File: config.mk
export PLATFORM = sky130hd
export DESIGN_NAME = ifetch_unit_flat
export DESIGN_NICKNAME = d
export VERILOG_FILES = /design/src/rtl/ifetch_unit_if.sv /design/src/rtl/ifetch_unit.sv /design/src/flat_wrapper.sv
export SDC_FILE = /design/constraint.sdc
export NUM_CORES = 1
export LEC_CHECK = 0
export CAP_MARGIN = 20
export CORE_ASPECT_RATIO = 2
export CORE_MARGIN = 2
export CORE_UTILIZATION = 53
export CTS_CLUSTER_DIAMETER = 30
export DETAILED_ROUTE_END_ITERATION = 8
export PLACE_DENSITY = 0.81
export REMOVE_ABC_BUFFERS = 1
export SLEW_MARGIN = 20
export SYNTH_ARGS = -nofsm -noshare
export SYNTH_HDL_FRONTEND = slang
export SYNTH_SLANG_ARGS = --single-unit
File: constraint.sdc
create_clock -name clk -period 3.3 [get_ports clk]
set_input_delay 0.66 -clock clk [delete_from_list [all_inputs] [get_ports clk]]
set_output_delay 0.66 -clock clk [all_outputs]
set_load 0.01 [all_outputs]
File: src/rtl/ifetch_unit_if.sv
// ============================================================================
// Module      : ifetch_unit_if
// Description : Control-unit handshake and instruction-bus signals of the fetch stage
// Revision    : 1.0 - initial release
// ============================================================================
`default_nettype none

interface ifetch_unit_if;
  logic        ifu_valid;
  logic        ifu_finish;
  logic [31:0] instr;
  logic [63:0] pc;
  logic        ifu_err;
  logic        pc_we;
  logic [63:0] pc_next;
  logic        ibus_req;
  logic [63:0] ibus_addr;
  logic        ibus_addr_ok;
  logic        ibus_data_ok;
  logic [31:0] ibus_rdata;

  // master = fetch unit, slave = control unit plus memory side
  modport master (
    input  ifu_valid, pc_we, pc_next, ibus_addr_ok, ibus_data_ok, ibus_rdata,
    output ifu_finish, instr, pc, ifu_err, ibus_req, ibus_addr
  );

  modport slave (
    output ifu_valid, pc_we, pc_next, ibus_addr_ok, ibus_data_ok, ibus_rdata,
    input  ifu_finish, instr, pc, ifu_err, ibus_req, ibus_addr
  );
endinterface

`default_nettype wire

File: src/rtl/ifetch_unit.sv
// ============================================================================
// Module      : ifetch_unit
// Description : Multi-cycle instruction fetch with PC ownership, redirect and bus timeout
// Revision    : 1.0 - initial release
// ============================================================================
`default_nettype none

module ifetch_unit #(
  parameter logic [63:0] PC_RESET    = 64'h8000_0000,
  parameter int unsigned BUS_TIMEOUT = 255
) (
  input  logic          clk,
  input  logic          rst,
  ifetch_unit_if.master bus
);

  localparam logic [1:0]  c_IDLE = 2'd0;
  localparam logic [1:0]  c_REQ  = 2'd1;
  localparam logic [1:0]  c_WAIT = 2'd2;
  localparam logic [1:0]  c_DONE = 2'd3;
  localparam logic [31:0] c_NOP  = 32'h0000_0013;

  // Counter only needs to reach BUS_TIMEOUT-1; the cycle after that is the timeout.
  localparam int unsigned      c_CW       = (BUS_TIMEOUT < 2) ? 1 : $clog2(BUS_TIMEOUT);
  localparam logic [c_CW-1:0]  c_CNT_LAST = c_CW'(BUS_TIMEOUT - 1);

  logic [1:0]      r_state;
  logic [63:0]     r_npc;
  logic [63:0]     r_fetch_addr;
  logic [c_CW-1:0] r_cnt;
  logic            r_redir_pend;
  logic [63:0]     r_redir_pc;
  logic [31:0]     r_instr;
  logic [63:0]     r_pc;
  logic            r_err;

  always_ff @(posedge clk) begin
    if (rst) begin
      r_state      <= c_IDLE;
      r_npc        <= PC_RESET;
      r_fetch_addr <= 64'd0;
      r_cnt        <= '0;
      r_redir_pend <= 1'b0;
      r_redir_pc   <= 64'd0;
      r_instr      <= c_NOP;
      r_pc         <= PC_RESET;
      r_err        <= 1'b0;
    end else begin
      case (r_state)
        c_IDLE: begin
          if (bus.ifu_valid) begin
            r_fetch_addr <= r_npc;
            if (r_npc[1:0] == 2'b00) begin
              r_state <= c_REQ;
            end else begin
              r_state <= c_DONE;
              r_instr <= c_NOP;
              r_pc    <= r_npc;
              r_err   <= 1'b1;
            end
            // The fetch just started keeps the old npc; the redirect waits for DONE.
            if (bus.pc_we) begin
              r_redir_pend <= 1'b1;
              r_redir_pc   <= bus.pc_next;
            end
          end else if (bus.pc_we) begin
            r_npc <= bus.pc_next;
          end
        end
        c_REQ: begin
          if (bus.ibus_addr_ok) begin
            if (bus.ibus_data_ok) begin
              r_state <= c_DONE;
              r_instr <= bus.ibus_rdata;
              r_pc    <= r_fetch_addr;
              r_err   <= 1'b0;
            end else begin
              r_state <= c_WAIT;
              r_cnt   <= '0;
            end
          end
        end
        c_WAIT: begin
          if (bus.ibus_data_ok) begin
            r_state <= c_DONE;
            r_instr <= bus.ibus_rdata;
            r_pc    <= r_fetch_addr;
            r_err   <= 1'b0;
          end else if (r_cnt == c_CNT_LAST) begin
            r_state <= c_DONE;
            r_instr <= c_NOP;
            r_pc    <= r_fetch_addr;
            r_err   <= 1'b1;
          end else begin
            r_cnt <= r_cnt + 1'b1;
          end
        end
        c_DONE: begin
          r_state      <= c_IDLE;
          r_redir_pend <= 1'b0;
          if (bus.pc_we) begin
            r_npc <= bus.pc_next;
          end else if (r_redir_pend) begin
            r_npc <= r_redir_pc;
          end else begin
            r_npc <= r_fetch_addr + 64'd4;
          end
        end
        default: r_state <= c_IDLE;
      endcase

      if (bus.pc_we && (r_state == c_REQ || r_state == c_WAIT)) begin
        r_redir_pend <= 1'b1;
        r_redir_pc   <= bus.pc_next;
      end
    end
  end

  assign bus.ifu_finish = (r_state == c_DONE);
  assign bus.instr      = r_instr;
  assign bus.pc         = r_pc;
  assign bus.ifu_err    = r_err;
  assign bus.ibus_req   = (r_state == c_REQ);
  assign bus.ibus_addr  = (r_state == c_REQ) ? r_fetch_addr : 64'd0;

endmodule

`default_nettype wire

File: src/flat_wrapper.sv
// flat-port wrapper written by rule: the top's interface ports become plain ports
module ifetch_unit_flat 
#(
  parameter logic [63:0] PC_RESET    = 64'h8000_0000,
  parameter int unsigned BUS_TIMEOUT = 255
)
  (clk, rst, bus_ifu_valid, bus_pc_we, bus_pc_next, bus_ibus_addr_ok, bus_ibus_data_ok, bus_ibus_rdata, bus_ifu_finish, bus_instr, bus_pc, bus_ifu_err, bus_ibus_req, bus_ibus_addr);
  ifetch_unit_if bus_i ();
  input  logic clk;
  input  logic rst;
  input wire logic [$bits(bus_i.ifu_valid)-1:0] bus_ifu_valid;
  input wire logic [$bits(bus_i.pc_we)-1:0] bus_pc_we;
  input wire logic [$bits(bus_i.pc_next)-1:0] bus_pc_next;
  input wire logic [$bits(bus_i.ibus_addr_ok)-1:0] bus_ibus_addr_ok;
  input wire logic [$bits(bus_i.ibus_data_ok)-1:0] bus_ibus_data_ok;
  input wire logic [$bits(bus_i.ibus_rdata)-1:0] bus_ibus_rdata;
  output wire logic [$bits(bus_i.ifu_finish)-1:0] bus_ifu_finish;
  output wire logic [$bits(bus_i.instr)-1:0] bus_instr;
  output wire logic [$bits(bus_i.pc)-1:0] bus_pc;
  output wire logic [$bits(bus_i.ifu_err)-1:0] bus_ifu_err;
  output wire logic [$bits(bus_i.ibus_req)-1:0] bus_ibus_req;
  output wire logic [$bits(bus_i.ibus_addr)-1:0] bus_ibus_addr;
  assign bus_i.ifu_valid = bus_ifu_valid;
  assign bus_i.pc_we = bus_pc_we;
  assign bus_i.pc_next = bus_pc_next;
  assign bus_i.ibus_addr_ok = bus_ibus_addr_ok;
  assign bus_i.ibus_data_ok = bus_ibus_data_ok;
  assign bus_i.ibus_rdata = bus_ibus_rdata;
  assign bus_ifu_finish = bus_i.ifu_finish;
  assign bus_instr = bus_i.instr;
  assign bus_pc = bus_i.pc;
  assign bus_ifu_err = bus_i.ifu_err;
  assign bus_ibus_req = bus_i.ibus_req;
  assign bus_ibus_addr = bus_i.ibus_addr;
  ifetch_unit #(.PC_RESET(PC_RESET), .BUS_TIMEOUT(BUS_TIMEOUT)) u_core (.clk(clk), .rst(rst), .bus(bus_i));
endmodule
==> metrics.yaml, run 1 <==
clock_network:
  clock_latency_ns: 0.53
  h-tree-depth: 2
  cts.clk_slew.worst_paths_ns: 0.06
  postCtsSetupBuffers: 0
  tritoncts: "done"
  cts_made_buffers: 37
  cts_buffer_depth: 3
  cts_hold_buf: 0
  clock_sinks: 300
  cts_root_buf: "clkbuf_16"
worst_setup_path:
  r2r_cells: 6
  worstSetupEndpointType: "output port"
  crit_path_max_fanout: 36
  path_buf_inv: 3
  worstSetupStartpointType: "register"
  path_cells: "inv_1, ha_4, buf_4, and2_1, clkdlybuf4s50_1"
  r2r-end: "u_core.r_npc[54]"
  reg2reg_from: "u_core.r_fetch_addr[2]"
  reg2reg_setup_slack_ns: 0.29
  required_ns: 2.64
  cpPeakStageDelay_ns: 0.54
  critical-path-slowest-cell: "clkdlybuf4s50_1"
  crit_type: "register to output port"
  timing.critical_path.arrival_ns: 2.53
  critical_path.top_delay_family: "buffers and inverters"
drt:
  dr_wl_met3_mm: 2.974
  wl_per_cell_um: 19.25
  via_per_inst: 6.102
  wl_met1_mm: 16.51
  antenna_left: 0
  num_vias: 14830
  drtIter0Drc: 1326
  top_layer: "met5"
  drc_errors: 0
  met2_length_mm: 23.92
  finalWirelength_mm: 46.79
  firstDrtPassIters: 6
sta:
  worst_pin_slew_ns: 0.8337
  fmax_ghz: 0.3131
  tns_ns: 0
  slew_headroom_pct: 43.91
  rsz0062_at_grt: "no"
  whs_ns: 0.4491
  min_period_over_period_pct: 96.78
  clock_skew_ns: 0.01708
  finalCriticalPeriod_ns: 3.194
  finalHoldViolCount: 0
  slew_viol_final: 0
  setup_viol: 0
synth:
  synth-seq-cells: 300
  synth-edff-count: 0
  postSynth.asyncResetShare_pct: 0
  synth_top_flop_cell: "dfxtp_1"
  avgSynthCellArea_um2: 7.700
  syn_area_um2: 14390
  ys_warn_count: 0
  ys_seq_area_share_pct: 41.73
  yosysUniqueCellTypes: 50
  netlist_instances: 1869
power:
  ir_worst_vdd_mv: 0.6161
  p_leak_uw: 0.006302
  cellPowerDensity_nw_per_um2: 780.3
floorplanning:
  dieArea_um2: 28570
  rows: 85
  die_w_um: 120.5
  core_area_um2: 26800
  io_pins: 265
  initial_core_util_pct: 53.70
  die_h_um: 237.0
worst_hold_path:
  hold_start: "u_core.r_redir_pc[12]"
  min_path_cells: 2
  hp-class: "register to register"
  holdPathEnd: "u_core.r_redir_pc[12]"
placement:
  gp_congestion: 0.8731
  hpwl_mm: 30.69
  io_buffers: 264
cells_and_area:
  fin_nets: 2166
  n_fill_cell: 2234
  syn2layout_area_growth_pct: 29.78
  drive_above_1_share_pct: 6.580
run:
  cap_violations: 0
status:
  status: "complete, no violations"
grt:
  grt_use_total_pct: 31.45
  grt_pass1_vias: 14300
  grt_max_degree: 159
  globalRouteOverflowTotal: 0
  antenna_found_initial: 2
  grt_pass1_wl_mm: 72.51
-- logic make-up after synthesis --
| kind of cell | Yosys count | share of synthesized area, % |
|---|---|---|
| adders and majority gates | 8 | 0.6956 |
| xor gates and xnor gates | 22 | 1.339 |
| muxes | 71 | 4.938 |
| AOI/OAI and AO/OA | 481 | 20.50 |
| and+or+nand+nor | 801 | 25.90 |
| DFF | 300 | 41.73 |
| buffers and inverters | 186 | 4.895 |
-- worst max path at each step --
stage	startpoint	endpoint	slack, ns	depth (start not counted)
2_1_floorplan	u_core.r_state[0]	u_core.r_redir_pend	-3.00	6
3_3_place_gp	u_core.r_fetch_addr[2]	u_core.r_npc[58]	0.38	6
3_5_place_dp	u_core.r_fetch_addr[2]	u_core.r_npc[54]	0.34	6
4_1_cts	u_core.r_state[1]	bus_ibus_addr[6]	0.10	5
5_1_grt	u_core.r_state[1]	bus_ibus_addr[6]	0.009	5
6_report	u_core.r_state[1]	bus_ibus_addr[6]	0.11	5
-- placed cells by master, fill, tap and decap left out, types with 9 or more instances in the layout --
master,count
a211oi_1,83
a21o_1,20
a21oi_1,227
a311oi_1,19
a31oi_1,19
and2_1,67
and3_1,12
buf_12,11
buf_4,40
clkbuf_16,37
clkdlybuf4s50_1,263
dfxtp_1,299
inv_1,19
mux2i_1,71
nand2_1,362
nand3_1,77
nand4_1,22
nor2_1,123
nor3_1,32
nor3b_1,9
nor4_1,11
o211ai_1,26
o21ai_0,51
or3_1,39
or4_1,10
xnor2_1,9
xor2_1,13
-- flip-flops by register name (all words and copies together) (netlist names) --
register             cells
u_core.bus.instr        32
u_core.r_npc            64
u_core.r_redir_pend      1
u_core.r_fetch_addr     64
u_core.bus.pc           64
u_core.r_state           2
u_core.bus.ifu_err       1
u_core.r_redir_pc       64
u_core.r_cnt             8
-- area by class of cell --
cell class | instances | area (um^2) | area share, %
well taps | 348 | 435.4 | 2.331
clock inverters | 21 | 252.7 | 1.353
diodes | 1 | 2.502 | 0.01340
inverters | 19 | 71.32 | 0.3819
multi-input cells | 1383 | 7749 | 41.49
repair buffers | 315 | 3167 | 16.96
clock buffers | 44 | 992.2 | 5.313
flip-flops and latches | 300 | 6007 | 32.16
-- stage by stage --
| stage | worst slack, ns | cell area [um^2] | util [%] | power, uW | cells |
|---|---|---|---|---|---|
| after floorplan | -3.004 | 13760 | - | 8465 | 1702 |
| after global placement | 0.3836 | 17420 | 65.00 | 10220 | 2365 |
| after detailed placement | 0.3384 | 17420 | 65.00 | 10390 | 2365 |
| after CTS | 0.1021 | 18670 | 69.68 | 14560 | 2430 |
| after global routing | 0.009101 | 18680 | 69.69 | 15240 | 2431 |
| final | 0.1062 | 18680 | 69.69 | 14570 | 2431 |
-- layer usage --
metal	up-vias	track usage, %
met5	-	0
met4	2	23.11
met3	210	4.600
met2	679	55.08
met1	7000	33.69
li1	6943	-
-- power by group --
part / internal (uW) / total (uW) / switching, uW
clock network: 2490 / 4160 / 1660
logic: 2170 / 5630 / 3450
registers: 4310 / 4790 / 483
total: 8980 / 14600 / 5600
-- timing repair --
| action | CTS | global route |
|---|---|---|
| setup endpoints to repair | 32 | 0 |
| hold endpoints to repair | 0 | 0 |
| resized for setup | 1 | 0 |
-- synth_stat cells, types with 6 or more instances --
| master | count | area, um^2 |
|---|---|---|
| and4_1 | 8 | 70.07 |
| clkbuf_1 | 144 | 540.5 |
| o211ai_1 | 26 | 195.2 |
| or4_1 | 10 | 75.07 |
| and2_1 | 69 | 431.7 |
| xnor2_1 | 9 | 78.83 |
| nand3_1 | 77 | 385.4 |
| nor3b_1 | 9 | 67.56 |
| a21oi_1 | 227 | 1136 |
| nand4_1 | 22 | 137.6 |
| a311oi_1 | 19 | 166.4 |
| o31a_1 | 6 | 52.55 |
| inv_1 | 19 | 71.32 |
| or3_1 | 39 | 244.0 |
| nand2_1 | 364 | 1366 |
| nor4_1 | 11 | 68.82 |
| nor3_1 | 32 | 160.2 |
| xor2_1 | 13 | 113.9 |
| o21ai_0 | 52 | 260.3 |
| and3_1 | 13 | 81.33 |
| a31oi_1 | 19 | 118.9 |
| a21o_1 | 20 | 150.1 |
| a211oi_1 | 83 | 623.1 |
| nand2b_1 | 9 | 56.30 |
| ha_1 | 8 | 100.1 |
| buf_1 | 18 | 67.56 |
| dfxtp_1 | 300 | 6006 |
| mux2i_1 | 71 | 710.7 |
| nor2_1 | 123 | 461.7 |
-- worst register-to-register path: stages (launching register included) --
cell and delay (ns):
dfxtp_1 0.45, ha_1 0.27, nand2_1 0.16, or4_1 0.60
or4b_1 0.84, or3_1 0.45, a31oi_1 0.17
No activity file was read; power rests on OpenSTA's default activity.
==> inputs of run 2 (changes only) <==
--- a/config.mk
+++ b/config.mk
@@ -8,10 +8,10 @@
 export CAP_MARGIN = 20
 export CORE_ASPECT_RATIO = 2
 export CORE_MARGIN = 2
-export CORE_UTILIZATION = 53
+export CORE_UTILIZATION = 54
 export CTS_CLUSTER_DIAMETER = 30
 export DETAILED_ROUTE_END_ITERATION = 8
-export PLACE_DENSITY = 0.81
+export PLACE_DENSITY = 0.82
 export REMOVE_ABC_BUFFERS = 1
 export SLEW_MARGIN = 20
 export SYNTH_ARGS = -nofsm -noshare
==> constraint.sdc (replaced) <==
create_clock -name clk -period 4.2 [get_ports clk]
set_input_delay 0.84 -clock clk [delete_from_list [all_inputs] [get_ports clk]]
set_output_delay 0.84 -clock clk [all_outputs]
set_load 0.01 [all_outputs]
==> run 2 against run 1 <==
Against the previous run: sequential power fell by 21%; register-to-register slack better by 0.57 ns; critical path type unchanged; routed wire length down 1.5%; largest cell class unchanged.
==> metrics.yaml, run 2 (synthesis gave the netlist of run 1 again) <==
status:
  status: "complete, no violations"  # unchanged
clock_network:
  cts_buffer_depth: 3  # unchanged
  post_cts_resized: 0  # was 1
  postCtsSetupBuffers: 0  # unchanged
  cts_hold_buf: 0  # unchanged
  h-tree-depth: 2  # unchanged
  cts.clk_slew.worst_paths_ns: 0.07  # was 0.06 ns
  cts_root_buf: "clkbuf_16"  # unchanged
  cts_made_buffers: 35  # was 37
  clock_latency_ns: 0.52  # was 0.53 ns
  tritoncts: "done"  # unchanged
  clock_sinks: 300  # unchanged
grt:
  grt_pass1_wl_mm: 72.66  # was 72.51 mm
  grt_pass1_vias: 14340  # was 14300
  antenna_found_initial: 5  # was 2
  grt_use_total_pct: 31.78  # was 31.45%
  grt_max_degree: 158  # was 159
  globalRouteOverflowTotal: 0  # unchanged
power:
  power_uw: 11060  # was 14570 uW
  ir_worst_vdd_mv: 0.6067  # was 0.6161 mV
  cellPowerDensity_nw_per_um2: 603.4  # was 780.3 nW/um^2
  p_leak_uw: 0.006098  # was 0.006302 uW
placement:
  gp_congestion: 0.8692  # was 0.8731
  dpl_cell_area_um2: 17170  # was 17420 um^2
  hpwl_mm: 29.46  # was 30.69 mm
  pre_cts_ws_ns: 0.8161  # was 0.3384 ns
  io_buffers: 264  # unchanged
cells_and_area:
  drive_above_1_share_pct: 5.168  # was 6.580%
  final_area_um2: 18330  # was 18680 um^2
  fin_nets: 2136  # was 2166
  final_core_util_pct: 69.77  # was 69.69%
  final_common_cell: "nand2_1"  # unchanged
  multi_input_area_um2: 7744  # was 7749 um^2
  register_area_um2: 6007  # unchanged
  syn2layout_area_growth_pct: 27.38  # was 29.78%
  n_fill_cell: 2153  # was 2234
  mostFrequentLayoutCells: "nand2_1, dfxtp_1, clkdlybuf4s50_1"  # unchanged
sta:
  setup_viol: 0  # unchanged
  slew_headroom_pct: 25.57  # was 43.91%
  clock_skew_ns: 0.01619  # was 0.01708 ns
  worst_pin_slew_ns: 1.113  # was 0.8337 ns
  fmax_ghz: 0.2631
  timing.final.ws_setup_ns: 0.3986  # was 0.1062 ns
  whs_ns: 0.4505  # was 0.4491 ns
  slew_viol_final: 0  # unchanged
  finalHoldViolCount: 0  # unchanged
  rsz0062_at_grt: "no"  # unchanged
  finalCriticalPeriod_ns: 3.801
  min_period_over_period_pct: 90.51
worst_setup_path:
  worstSetupEndpointType: "output port"  # unchanged
  r2r-end: "u_core.r_npc[54]"  # unchanged
  required_ns: 3.36  # was 2.64 ns
  r2r_cells: 6  # unchanged
  crit_type: "register to output port"  # unchanged
  reg2reg_from: "u_core.r_fetch_addr[2]"  # unchanged
  worstSetupStartpointType: "register"  # unchanged
  timing.critical_path.arrival_ns: 2.96  # was 2.53 ns
  crit_path_max_fanout: 46  # was 36
  reg2reg_setup_slack_ns: 0.86  # was 0.29 ns
run:
  cap_violations: 0  # unchanged
worst_hold_path:
  hp-class: "register to register"  # unchanged
  hold_start: "u_core.r_redir_pc[7]"  # was u_core.r_redir_pc[12]
  min_path_cells: 2  # unchanged
  holdPathEnd: "u_core.r_redir_pc[7]"  # was u_core.r_redir_pc[12]
drt:
  wl_per_cell_um: 19.20  # was 19.25 um
  drc_errors: 0  # unchanged
  finalWirelength_mm: 46.07  # was 46.79 mm
  num_vias: 14720  # was 14830
  antenna_left: 0  # unchanged
  via_per_inst: 6.133  # was 6.102
  drtIter0Drc: 1219  # was 1326
  firstDrtPassIters: 5  # was 6
floorplanning:
  io_pins: 265  # unchanged
  rows: 84  # was 85
  initial_core_util_pct: 54.77  # was 53.70%
  dieArea_um2: 28050  # was 28570 um^2
  core_area_um2: 26280  # was 26800 um^2
  die_h_um: 234.9  # was 237.0 um
  die_w_um: 119.4  # was 120.5 um
-- run 2: changes by cell type in the layout (fill, tap and decap cells not counted), moves of 2 or more --
cell,change
clkbuf_16,-2
buf_12,-3
inv_6,+3
diode_2,+4
bufinv_16,-2
buf_4,-25
clkinv_2,-2
-- run 2: final cells by class --
type                       instances  area share (%)
multi-input combinational       1383           42.24
timing repair buffer             287           15.92
inverter                          19          0.3891
clock buffer                      42           5.140
clock inverter                    20           1.119
tap                              344           2.348
sequential                       300           32.77
antenna                            5         0.06825
-- run 2: metal layers --
metal	global-route usage, %	routed length, um
met5	0	0
met4	20.36	2740
met3	4.150	2942
met2	57.49	24100
met1	34.24	16290
-- run 2: how the worst max path moves through the flow --
| stage | start | to | slack [ns] |
|---|---|---|---|
| floorplan | u_core.r_state[0] | u_core.r_redir_pend | -2.10 |
| global placement | bus_pc_we | u_core.r_npc[30] | 0.92 |
| detailed placement | bus_pc_we | u_core.r_npc[30] | 0.82 |
| CTS | u_core.r_state[1] | bus_ibus_addr[18] | 0.38 |
| global route | u_core.r_state[1] | bus_ibus_addr[32] | 0.23 |
| finish | u_core.r_state[1] | bus_ibus_addr[18] | 0.40 |
-- run 2: critical path, stage by stage (launching register included) --
cell and delay, ns:
dfxtp_1 0.36, inv_1 0.13, ha_2 0.81, buf_4 0.39
and2_1 0.18, clkdlybuf4s50_1 0.54
-- run 2: where the power goes --
part           leakage (uW)  internal (uW)  switching [uW]
clock network      0.000558           1760            1280
registers           0.00245           3390             408
logic               0.00309           1600            2630
-- run 2: through the flow --
stage	TNS, ns	cells
after floorplan	-171.58	1702
after global placement	0	2333
after detailed placement	0	2333
after CTS	0	2395
after global routing	0	2400
final	0	2400
==> inputs of run 3 (changes only) <==
--- a/config.mk
+++ b/config.mk
@@ -5,14 +5,12 @@
 export SDC_FILE = /design/constraint.sdc
 export NUM_CORES = 1
 export LEC_CHECK = 0
-export CAP_MARGIN = 20
 export CORE_ASPECT_RATIO = 2
 export CORE_MARGIN = 2
 export CORE_UTILIZATION = 54
 export CTS_CLUSTER_DIAMETER = 30
 export DETAILED_ROUTE_END_ITERATION = 8
 export PLACE_DENSITY = 0.82
-export REMOVE_ABC_BUFFERS = 1
 export SLEW_MARGIN = 20
 export SYNTH_ARGS = -nofsm -noshare
 export SYNTH_HDL_FRONTEND = slang
==> run 3 against run 2 <==
Against the previous run: fmax is 1.3% higher; total power is 2.6% higher; sequential share of layout area is 0.25 points lower; clock skew is 0.0034 ns higher; sequential cell count stayed put; count of clock-buffer cells in the layout is 2 higher; critical path type unchanged.
==> metrics.yaml, run 3 (synthesis gave the netlist of run 1 again) <==
worst_setup_path:
  crit_type: "register to output port"  # unchanged
  crit_path_max_fanout: 57  # was 46
  timing.critical_path.arrival_ns: 2.91  # was 2.96 ns
  worstSetupEndpointType: "output port"  # unchanged
  worstSetupStartpointType: "register"  # unchanged
  required_ns: 3.36  # about the same
drt:
  drc_errors: 0  # unchanged
  via_per_inst: 6.090  # was 6.133
  num_vias: 14660  # was 14720
  finalWirelength_mm: 45.75  # was 46.07 mm
  antenna_left: 0  # unchanged
  firstDrtPassIters: 7  # was 5
  drtIter0Drc: 1216  # was 1219
  wl_per_cell_um: 19.01  # was 19.20 um
grt:
  grt_max_degree: 127  # was 158
  antenna_found_initial: 3  # was 5
  grt_use_total_pct: 31.74  # was 31.78%
  globalRouteOverflowTotal: 0  # unchanged
  grt_pass1_wl_mm: 72.64  # was 72.66 mm
  grt_pass1_vias: 14130  # was 14340
clock_network:
  postCtsSetupBuffers: 0  # unchanged
  h-tree-depth: 2  # unchanged
  clock_sinks: 300  # unchanged
  cts_root_buf: "clkbuf_16"  # unchanged
  post_cts_resized: 0  # unchanged
  cts_buffer_depth: 3  # unchanged
  cts_made_buffers: 36  # was 35
  cts_hold_buf: 0  # unchanged
  cts.clk_slew.worst_paths_ns: 0.06  # was 0.07 ns
  clock_latency_ns: 0.52  # about the same
  tritoncts: "done"  # unchanged
cells_and_area:
  mostFrequentLayoutCells: "nand2_1, dfxtp_1, clkdlybuf4s50_1"  # unchanged
  drive_above_1_share_pct: 5.537  # was 5.168%
  n_fill_cell: 2149  # was 2153
  final_common_cell: "nand2_1"  # unchanged
  fin_nets: 2146  # was 2136
  syn2layout_area_growth_pct: 28.34  # was 27.38%
status:
  status: "complete, no violations"  # unchanged
floorplanning:
  core_area_um2: 26280  # unchanged
  rows: 84  # unchanged
  die_w_um: 119.4  # unchanged
  initial_core_util_pct: 54.77  # unchanged
  dieArea_um2: 28050  # unchanged
  die_h_um: 234.9  # unchanged
  io_pins: 265  # unchanged
power:
  p_leak_uw: 0.006177  # was 0.006098 uW
  swShare_pct: 36.99  # was 39.04%
  clockPowerShare_pct: 30.3  # was 27.4%
  pwr-share-comb_pct: 36.0  # was 38.3%
  p_int_uw: 7149  # was 6743 uW
  switching_power_uw: 4197  # was 4319 uW
  ir_worst_vdd_mv: 0.5260  # was 0.6067 mV
  cellPowerDensity_nw_per_um2: 614.3  # was 603.4 nW/um^2
  seqPwrFrac_pct: 33.7  # was 34.3%
sta:
  slew_viol_final: 0  # unchanged
  finalCriticalPeriod_ns: 3.754  # was 3.801 ns
  setup_viol: 0  # unchanged
  fmax_ghz: 0.2664  # was 0.2631 GHz
  rsz0062_at_grt: "no"  # unchanged
  whs_ns: 0.4487  # was 0.4505 ns
  worst_pin_slew_ns: 0.9794  # was 1.113 ns
  tns_ns: 0  # unchanged
  finalHoldViolCount: 0  # unchanged
  slew_headroom_pct: 34.71  # was 25.57%
  clock_skew_ns: 0.01957  # was 0.01619 ns
  min_period_over_period_pct: 89.38  # was 90.51%
placement:
  hpwl_mm: 30.69  # was 29.46 mm
  io_buffers: 264  # unchanged
  gp_congestion: 0.9104  # was 0.8692
run:
  cap_violations: 0  # unchanged
worst_hold_path:
  hp-class: "register to register"  # unchanged
synth:
  syn-num-nets: 1979
[run 3: critical path, stage by stage, from the launching register on]
cell             delay [ns]
dfxtp_1                0.36
inv_1                  0.13
ha_2                   0.85
buf_4                  0.34
and2_1                 0.16
clkdlybuf4s50_1        0.55
[run 3: final timing paths]
kind	start	endpoint	slack (ns)	cells after the start
worst min-delay path	u_core.r_redir_pc[33]	u_core.r_redir_pc[33]	0.45	2
worst max register to register	u_core.r_fetch_addr[2]	u_core.r_npc[54]	0.89	6
worst min register to register	u_core.r_redir_pc[33]	u_core.r_redir_pc[33]	0.45	2
worst max-delay path	u_core.r_state[1]	bus_ibus_addr[60]	0.45	5
[run 3: per-layer routing]
layer / GRT usage, % / wire (um) / vias up
li1: - / - / 6893
met4: 22.03 / 3479 / 0
met3: 4.733 / 2940 / 196
met2: 56.58 / 23470 / 691
met1: 33.82 / 15860 / 6878
met5: 0 / 0 / -
[run 3: power by group through the flow]
stage	combinational [uW]	clock, uW	sequential [uW]
after floorplan	2710	0	3960
after global placement	3970	0	3840
after detailed placement	4070	0	3870
after CTS	4100	3460	3810
after global routing	4480	3570	3870
final	4090	3440	3820
[run 3: through the flow]
| stage | cells | setup WS [ns] | area (um^2) | total power (uW) | util (%) |
|---|---|---|---|---|---|
| 2_1_floorplan | 1869 | 1.556 | 14390 | 6667 | - |
| 3_3_place_gp | 2342 | 0.9991 | 17150 | 7813 | 65.29 |
| 3_5_place_dp | 2342 | 0.9260 | 17150 | 7936 | 65.29 |
| 4_1_cts | 2403 | 0.4349 | 18460 | 11360 | 70.26 |
| 5_1_grt | 2406 | 0.3254 | 18470 | 11920 | 70.29 |
| 6_report | 2407 | 0.4460 | 18470 | 11350 | 70.30 |
[run 3: layout make-up]
| type | count | area (um^2) | area share [%] |
|---|---|---|---|
| clock buffer | 44 | 992.2 | 5.372 |
| antenna | 4 | 10.01 | 0.05419 |
| inverter | 19 | 71.32 | 0.3861 |
| clock inverter | 17 | 314.1 | 1.700 |
| sequential | 300 | 6007 | 32.52 |
| timing repair buffer | 296 | 2912 | 15.76 |
| multi-input combinational | 1383 | 7734 | 41.87 |
| tap | 344 | 430.4 | 2.330 |
